[src/rtl/if_stage.sv]
// MIPS instruction-fetch stage: owns the PC, runs a one-outstanding fetch against a
// variable-latency instruction memory and registers {instruction, PC+4, valid} for IF/ID.
module if_stage #(
  parameter logic [31:0] RESET_PC = 32'h0000_0000,
  parameter logic [31:0] NOP_INST = 32'h0000_0000
) (
  input  logic        clk,
  input  logic        rst,
  input  logic        freeze,
  input  logic        br_taken,
  input  logic [31:0] br_addr,
  output logic        imem_req,
  output logic [31:0] imem_addr,
  input  logic [31:0] imem_rdata,
  input  logic        imem_valid,
  output logic [31:0] instruction,
  output logic [31:0] PC,
  output logic        inst_valid
);

  typedef enum logic [1:0] {StFetch, StWait, StHold, StDiscard} state_e;

  state_e      state_q;
  logic [31:0] pc_q;
  logic [31:0] buf_q;
  logic [31:0] buf_pc_q;  // PC+4 of the buffered word
  logic [31:0] pc_plus4;

  assign pc_plus4  = pc_q + 32'd4;
  assign imem_req  = (state_q == StFetch) & ~br_taken & rst;
  assign imem_addr = pc_q;

  always_ff @(posedge clk or negedge rst) begin
    if (!rst) begin
      state_q     <= StFetch;
      pc_q        <= RESET_PC;
      buf_q       <= 32'h0;
      buf_pc_q    <= 32'h0;
      instruction <= NOP_INST;
      PC          <= 32'h0;
      inst_valid  <= 1'b0;
    end else if (br_taken) begin
      // Redirect wins over freeze and any response landing this cycle.
      instruction <= NOP_INST;
      inst_valid  <= 1'b0;
      pc_q        <= br_addr;
      unique case (state_q)
        StWait, StDiscard: state_q <= imem_valid ? StFetch : StDiscard;
        StFetch, StHold:   state_q <= StFetch;
      endcase
    end else begin
      // Bubble by default; overridden below when a word is delivered.
      if (!freeze) begin
        instruction <= NOP_INST;
        inst_valid  <= 1'b0;
      end
      unique case (state_q)
        StFetch: state_q <= StWait;
        StWait: begin
          if (imem_valid) begin
            pc_q <= pc_plus4;
            if (freeze) begin
              buf_q    <= imem_rdata;
              buf_pc_q <= pc_plus4;
              state_q  <= StHold;
            end else begin
              instruction <= imem_rdata;
              PC          <= pc_plus4;
              inst_valid  <= 1'b1;
              state_q     <= StFetch;
            end
          end
        end
        StHold: begin
          if (!freeze) begin
            instruction <= buf_q;
            PC          <= buf_pc_q;
            inst_valid  <= 1'b1;
            state_q     <= StFetch;
          end
        end
        StDiscard: begin
          if (imem_valid) state_q <= StFetch;
        end
      endcase
    end
  end

endmodule

[config.mk]
export PLATFORM = sky130hd
export DESIGN_NAME = if_stage
export DESIGN_NICKNAME = d
export VERILOG_FILES = /design/src/rtl/if_stage.sv
export SDC_FILE = /design/constraint.sdc
export NUM_CORES = 1
export LEC_CHECK = 0
export CAP_MARGIN = 5
export CORE_MARGIN = 4
export CORE_UTILIZATION = 33
export CTS_CLUSTER_SIZE = 25
export DETAILED_ROUTE_END_ITERATION = 10
export DONT_BUFFER_PORTS = 1
export SYNTH_ARGS = -nofsm -noshare
export SYNTH_HDL_FRONTEND = slang
export SYNTH_SLANG_ARGS = --single-unit
[constraint.sdc]
create_clock -name clk -period 3.05 [get_ports clk]
set_input_delay 0.305 -clock clk [delete_from_list [all_inputs] [get_ports clk]]
set_output_delay 0.305 -clock clk [all_outputs]
set_load 0.05 [all_outputs]
==> results.md, run 1 <==
* Outcome: finished, violations left
* Failing checks: negative hold slack
* Async S/R FF share, synth at 1.000
* Hold Path Class: in -> async
* Clk buf depth at 2
* Adder-cell share of the synthesized area at 0.007649
* Leakage at 0.004023 µW
* Cell count after synthesis at 830
* Setup violations, final at 0
* Crit-path cells: nand4_2 -> nor4_2 -> a21oi_1 -> nor3b_1 -> o21ai_0
* Synth area leaders: dfrtp_1 50%, a22o_1 6.9%, mux2_2 5.8%, nand2_1 4.8%, o21ai_0 4.7%
* F_max at 433.8 MHz
* Final Hold Vio Count at 163
* Worst Setup EP: PC[21]$_DFFE_PN0P_
* Post-Syn Nets at 904
* Die height at around 170 µm
* CP max stage cell: dfrtp_1
* Sw Pwr at 3552 µW
* Synth Area in Compound Gates at 0.1801
* Switching share of power at 0.4306
* Most common cell after layout, fill and taps aside: dfrtp_1
* Flop2flop setup slack at around 0.74 ns
* Post-DP Area at just under 9000 µm²
* R2R cell count at 5
* Power Density at 864.7 nW/µm²
* H-tree levels at 4
* CTS tree: built
* Element type at the critical path end: register
* Initial DRC Count at ~450
* Crit Path Class: reg -> reg
* Synth Area in XOR/XNOR at 0.05354
* Worst slew margin at 0.3714
* Area delta synth->final at 16.63%
* Finished Cell Area at 9539 µm²
* CP top delay family: simple AND/OR/NAND/NOR gates
* GPL Wtd Cong at 0.8274
* Combinational share of power at 0.231
* Final setup TNS at 0 ns
* DP HPWL at 15.57 mm
* Fin nets at a little over 900
* Critical path data arrival time at roughly 2.6 ns
* Layout cell share with drive strength beyond 1 at 0.1528
* GRT overflow at 0
* Avg Inst Size Synth at 9.854 µm²
* Most frequent cells in the layout: 163 x dfrtp_1, 103 x nand2_1, 76 x o21ai_0, 64 x a22o_1, 52 x nor2_1
* Initial Util at 0.3363
* Port-buffer cells at 0
* Post-CTS resize count at 0
* # IOs at 167
* Worst path bufs/invs at 0
* Synth Register Bits at between 150 and 200
* Tot GR Track Use at 0.1780
* Cell count along the critical path at 5
* CTS clk-pin slew, worst paths at 0.07 ns
* Die ar. at 27370 µm²
* Placement Rows at 57
* Yosys cell types at 48
* Clock sinks at ~160
* VDD IR-drop max at 387.1 µV
* Per-cell routed wire length at just over 20 µm
* Worst R2R Start: imem_addr[16]$_DFFE_PN0P_
* Overall power at 8249 µW
* First-pass GRT wire length at 37.52 mm
* EDFF count, synth at 0
* Post-synth top area share at 0.4987
* # DRC at 0
* Largest family of logic cells by synthesized area: compound AO/OA/AOI/OAI gates
* Sequential fraction of the synthesis area at 0.4987
* Number of detailed-route iterations in the first pass at 5
* Worst-Margin Slew at 0.9388 ns
* Max-slew violations at 0
* Clock power share at 0.260
* Int Power at about 4700 µW
* Antenna violations before repair at 1
* Yosys warning count at 0
* Fin crit period at 2.305 ns
* Via count at roughly 6300
* Main flop type after synthesis: dfrtp_1
* WP data required at about 3.4 ns
* Mux contribution to synthesized area at 0.06517
* Via density at 5.343
* Clock Tree Root: clkbuf_16
* Routed Antenna Nets at 0
* Worst skew pair latency at 0.44 ns
* Crit path from: imem_addr[16]$_DFFE_PN0P_
* Synth Area in Simple Gates at 0.1560
* Num CTS Buffers at 17
* RSZ-0062 raised after global routing: no
* Setup Skew at roughly 0.012 ns
* Fillcell total at about 2400
* Hold_ws at -0.4336 ns
* Crit Reg-Reg Endpoint: PC[21]$_DFFE_PN0P_
* Largest net degree at the start of global routing at 165
* Max incr delay on CP at 0.74 ns
* Sequential share of power at 0.510
* Setup crit start kind: register
* Worst-path maximum fanout at 8
* Synth area leader: dfrtp_1
* Drt total wl at 24.41 mm
* Max_cap viols at 0
* Post-synthesis instance area at 8179 µm²
* Period utilization at 0.7557
* Core Footprint at 24320 µm²
* Die X at 165.4 µm
* Number of global-route vias before repair at ~6400
* Ant diodes at 0
-- routing by layer --
metal	GRT usage	wire (µm)	vias up
met5	0	0	-
met4	0.05474	484	0
met3	0.06180	1990	23
met2	0.2793	11290	190
met1	0.2321	10640	3118
li1	-	-	3017
-- how the worst min path moves through the flow --
stage               start                  endpoint  slack [ns]  depth (start not counted)
floorplan             rst         PC[0]$_DFFE_PN0P_       0.009                          0
global placement      rst        PC[14]$_DFFE_PN0P_        0.02                          0
detailed placement    rst        PC[14]$_DFFE_PN0P_        0.02                          0
CTS                   rst        PC[14]$_DFFE_PN0P_       -0.45                          0
global route          rst        PC[13]$_DFFE_PN0P_       -0.46                          0
finish                rst  buf_pc_q[13]$_DFFE_PN0P_       -0.43                          0
-- through the flow --
stage	worst slack (ns)	utilization	hold WS [ns]	std cells
3_3_place_gp	0.7954	0.3563	0.01591	1129
4_1_cts	0.7513	0.3910	-0.4472	1185
2_1_floorplan	0.6666	-	0.009409	830
5_1_grt	0.5452	0.3922	-0.4616	1188
3_5_place_dp	0.7822	0.3563	0.01710	1129
6_report	0.7450	0.3922	-0.4336	1188
-- what timing repair did --
item,CTS,global route
hold endpoints to repair,232,167
endpoints found under the setup margin,0,0
setup buffers,0,0
hold buffers,24,3
-- sequential cells by signal (all words and copies together) (netlist names) --
name	flops
buf_q	32
imem_addr	32
PC	32
instruction	32
state_q	2
buf_pc_q	32
inst_valid	1
-- logic make-up after synthesis --
group           after synthesis
compound gates              219
mux                          48
buf+inv                      79
simple gates                266
flops                       163
fa+ha+maj                     5
xor+xnor                     50
-- final cells by class --
class                      count  area (µm²)  area share
sequential                   163        4079      0.4276
multi-input combinational    588        3811      0.3995
timing repair buffer          68       608.1     0.06375
clock buffer                  18       429.2     0.04499
tap                          324       405.4     0.04250
clock inverter                14       157.7     0.01653
inverter                      13       48.80    0.005115
-- synth_stat cells, types with 2 or more instances --
cell type and number:
dfrtp_1 163, nand2_1 104, o21ai_0 76, a22o_1 64, nor2_1 53, clkbuf_1 51
mux2_2 42, a22oi_1 33, nand3_1 29, xor2_1 27, xnor2_1 23, a21oi_1 20
nor3_1 20, and3_1 13, inv_1 13, nor4_1 12, buf_2 11, nand4_1 7
o211ai_1 7, mux2i_1 6, o21ai_1 6, and2_1 5, ha_1 5, and4_1 4
o31ai_1 4, nand4_2 3, nor2b_1 3, buf_1 2, buf_4 2, nor3b_1 2
o31a_1 2, or3_1 2
-- power groups by stage --
stage,combinational (µW),sequential [µW],clock [µW]
final,1900,4200,2140
after global placement,1830,4250,0
after floorplan,1310,4190,0
after global routing,2120,4310,2290
after CTS,1920,4220,2210
after detailed placement,1870,4270,0
Note: power is estimated with default switching activity, not from simulation.
==> run 2: changes to the inputs <==
Clock period 3.05 ns to 2.29 ns, I/O delays scaled along.
==> results.md, run 2 (synthesis gave the netlist of run 1 again) <==
* Outcome: finished, violations left
* Failing checks: negative hold slack
* Critical path data arrival time at 2.39 ns (-0.22 ns)
* Worst-Margin Slew at 0.5775 ns (-0.3613 ns)
* Final setup TNS at 0 ns (unchanged)
* Die X at 165.4 µm (unchanged)
* GRT overflow at 0 (unchanged)
* Via density at 5.302 (-0.77%)
* Switching share of power at 0.4141 (-0.01650)
* Max-slew violations at 0 (unchanged)
* VDD IR-drop max at 454.2 µV (+17%)
* Layout cell share with drive strength beyond 1 at 0.1621 (+0.009325)
* Setup Fix Bufs, Post-CTS at 0 (unchanged)
* Post-CTS resize count at 0 (unchanged)
* CTS Hold Buffers Added at 62 (+160%)
* Area delta synth->final at 22.75%
* Hold_ws at -0.5096 ns (-0.07607 ns)
* Setup slack after layout at 0.1855 ns (-0.5595 ns)
* RSZ-0062 raised after global routing: no
* Core Footprint at 24320 µm² (unchanged)
* Crit Path Class: reg -> reg
* Routed Antenna Nets at 0 (unchanged)
* Number of global-route vias before repair at 6485 (+0.84%)
* Worst slew margin at 0.6114 (+0.2401)
* Power Density at 1128 nW/µm² (+30%)
* Sequential share of power at 0.491 (-0.019)
* # IOs at 167 (unchanged)
* Pre-CTS WS at 0.1859 ns (-0.5963 ns)
* Number of detailed-route iterations in the first pass at 4 (-1)
* Most frequent cells in the layout: 161 x dfrtp_1, 103 x nand2_1, 76 x o21ai_0, 64 x a22o_1, 61 x dlygate4sd3_1
* GPL Wtd Cong at 0.8341 (+0.81%)
* Placement Rows at 57 (unchanged)
* Setup crit start kind: register
* Combinational share of power at 0.238 (+0.007)
* H-tree levels at 4 (unchanged)
* Fin crit period at 2.104 ns (-0.2005 ns)
* Clock sinks at 163 (unchanged)
* Final Hold Vio Count at 163 (unchanged)
* Worst-path maximum fanout at 14 (+6)
* Period utilization at 0.9190 (+0.1632)
* Largest net degree at the start of global routing at 165 (unchanged)
* Antenna violations before repair at 0 (-1)
* Int Power at 6635 µW (+41%)
* Element type at the critical path end: register
* Fin util at 0.4128 (+0.02058)
* Setup violations, final at 0 (unchanged)
* Drt total wl at 24.60 mm (+0.79%)
* First-pass GRT wire length at 38.21 mm (+1.8%)
* Die height at 165.4 µm (unchanged)
* Per-cell routed wire length at 19.89 µm (-3.2%)
* Initial Util at 0.3363 (unchanged)
* Max_cap viols at 0 (unchanged)
* Worst skew pair latency at 0.43 ns (about the same)
* Tot GR Track Use at 0.1803 (+0.002341)
* Port-buffer cells at 0 (unchanged)
* # DRC at 0 (unchanged)
* Hold Path Class: in -> async
* Num CTS Buffers at 17 (unchanged)
* DP HPWL at 15.69 mm (+0.75%)
* Max incr delay on CP at 0.41 ns (-0.33 ns)
* WP data required at 2.58 ns (-0.78 ns)
* Post-DP Area at 8785 µm² (+1.4%)
* CTS tree: built
* CP max stage cell: o31a_1
* Die ar. at 27370 µm² (unchanged)
* CTS clk-pin slew, worst paths at 0.07 ns (about the same)
* Ant diodes at 0 (unchanged)
* Crit-path cells: ha_1 -> and4_2 -> nand2_1 -> o31a_1 -> o31ai_1 -> o21ai_0
* Most common cell after layout, fill and taps aside: dfrtp_1
* Clock power share at 0.271 (+0.011)
* Clock Tree Root: clkbuf_16
* Via count at 6559 (+3.3%)
* Leakage at 0.004251 µW (+5.6%)
* Sw Pwr at 4690 µW (+32%)
* Clk buf depth at 2 (unchanged)
* Finished Cell Area at 10040 µm² (+5.2%)
* Initial DRC Count at 452 (+1.1%)
* Setup Skew at 0.01250 ns (+0.0003718 ns)
* F_max at 475.2 MHz (+9.5%)
* Fin nets at 974 (+5.3%)
-- run 2: cell count changes in the layout (fill, tap and decap cells not counted), moves of 3 or more --
cell | before | now
buf_4 | 40 | 53
dlygate4sd3_1 | 26 | 61
inv_6 | 3 | 8
clkinv_8 | 3 | 0
bufinv_16 | 0 | 3
inv_8 | 5 | 1
-- run 2: area by class of cell --
cell class / instances / area [µm²]
Sequential cell: 163 / 4081
Clock buffer: 18 / 429.2
Fill cell: 2367 / 14280
Clock inverter: 14 / 187.7
Inverter: 13 / 48.80
Timing Repair Buffer: 117 / 1076
Multi-Input combinational cell: 588 / 3811
Tap cell: 324 / 405.4
-- run 2: per-stage QoR --
step | cells | power (µW)
5_1_grt | 1237 | 11960
4_1_cts | 1237 | 11450
3_3_place_gp | 1143 | 8165
6_report | 1237 | 11330
3_5_place_dp | 1143 | 8247
2_1_floorplan | 830 | 7329
-- run 2: path summary, 6_finish.rpt --
| kind | from | endpoint | slack [ns] | depth (start not counted) |
|---|---|---|---|---|
| max in group asynchronous | rst | instruction[8]$_DFF_PN0_ | 2.50 | 0 |
| hold / removal | rst | buf_pc_q[14]$_DFFE_PN0P_ | -0.51 | 0 |
| min in group clk | br_addr[26] | imem_addr[26]$_DFFE_PN0P_ | 0.02 | 2 |
| setup / recovery | imem_addr[2]$_DFFE_PN0P_ | PC[26]$_DFFE_PN0P_ | 0.19 | 6 |
| setup reg to reg | imem_addr[2]$_DFFE_PN0P_ | PC[26]$_DFFE_PN0P_ | 0.19 | 6 |
| hold reg to reg | buf_pc_q[21]$_DFFE_PN0P_ | buf_pc_q[21]$_DFFE_PN0P_ | 0.48 | 2 |
-- run 2: layer usage --
| layer | routed length [µm] | GRT usage | vias up |
|---|---|---|---|
| met4 | 483 | 0.05099 | 0 |
| met2 | 11450 | 0.2803 | 209 |
| met5 | 0 | 0 | - |
| li1 | - | - | 3110 |
| met3 | 1727 | 0.04294 | 28 |
| met1 | 10940 | 0.2520 | 3212 |
-- run 2: power by group through the flow --
| stage | Clock (µW) | Sequential, µW | Combinational, µW |
|---|---|---|---|
| floorplan | 0 | 5580 | 1750 |
| global placement | 0 | 5620 | 2550 |
| detailed placement | 0 | 5650 | 2600 |
| CTS | 3150 | 5590 | 2710 |
| global route | 3270 | 5700 | 2990 |
| finish | 3070 | 5560 | 2690 |
-- run 2: worst max-delay path: cells and delay by family, from the launching register on --
family	cells	cell delay [ns]
AOI/OAI and AO/OA	3	0.76
DFF	1	0.36
and+or+nand+nor	2	0.59
adders and majority gates	1	0.25
==> run 3: changes to the inputs <==
Settings changed: ABC_CLOCK_PERIOD_IN_PS set to 2290, CAP_MARGIN 5 to unset.
==> results of run 3 <==
No change in the layout: final DEF, timing and power equal those of run 2.
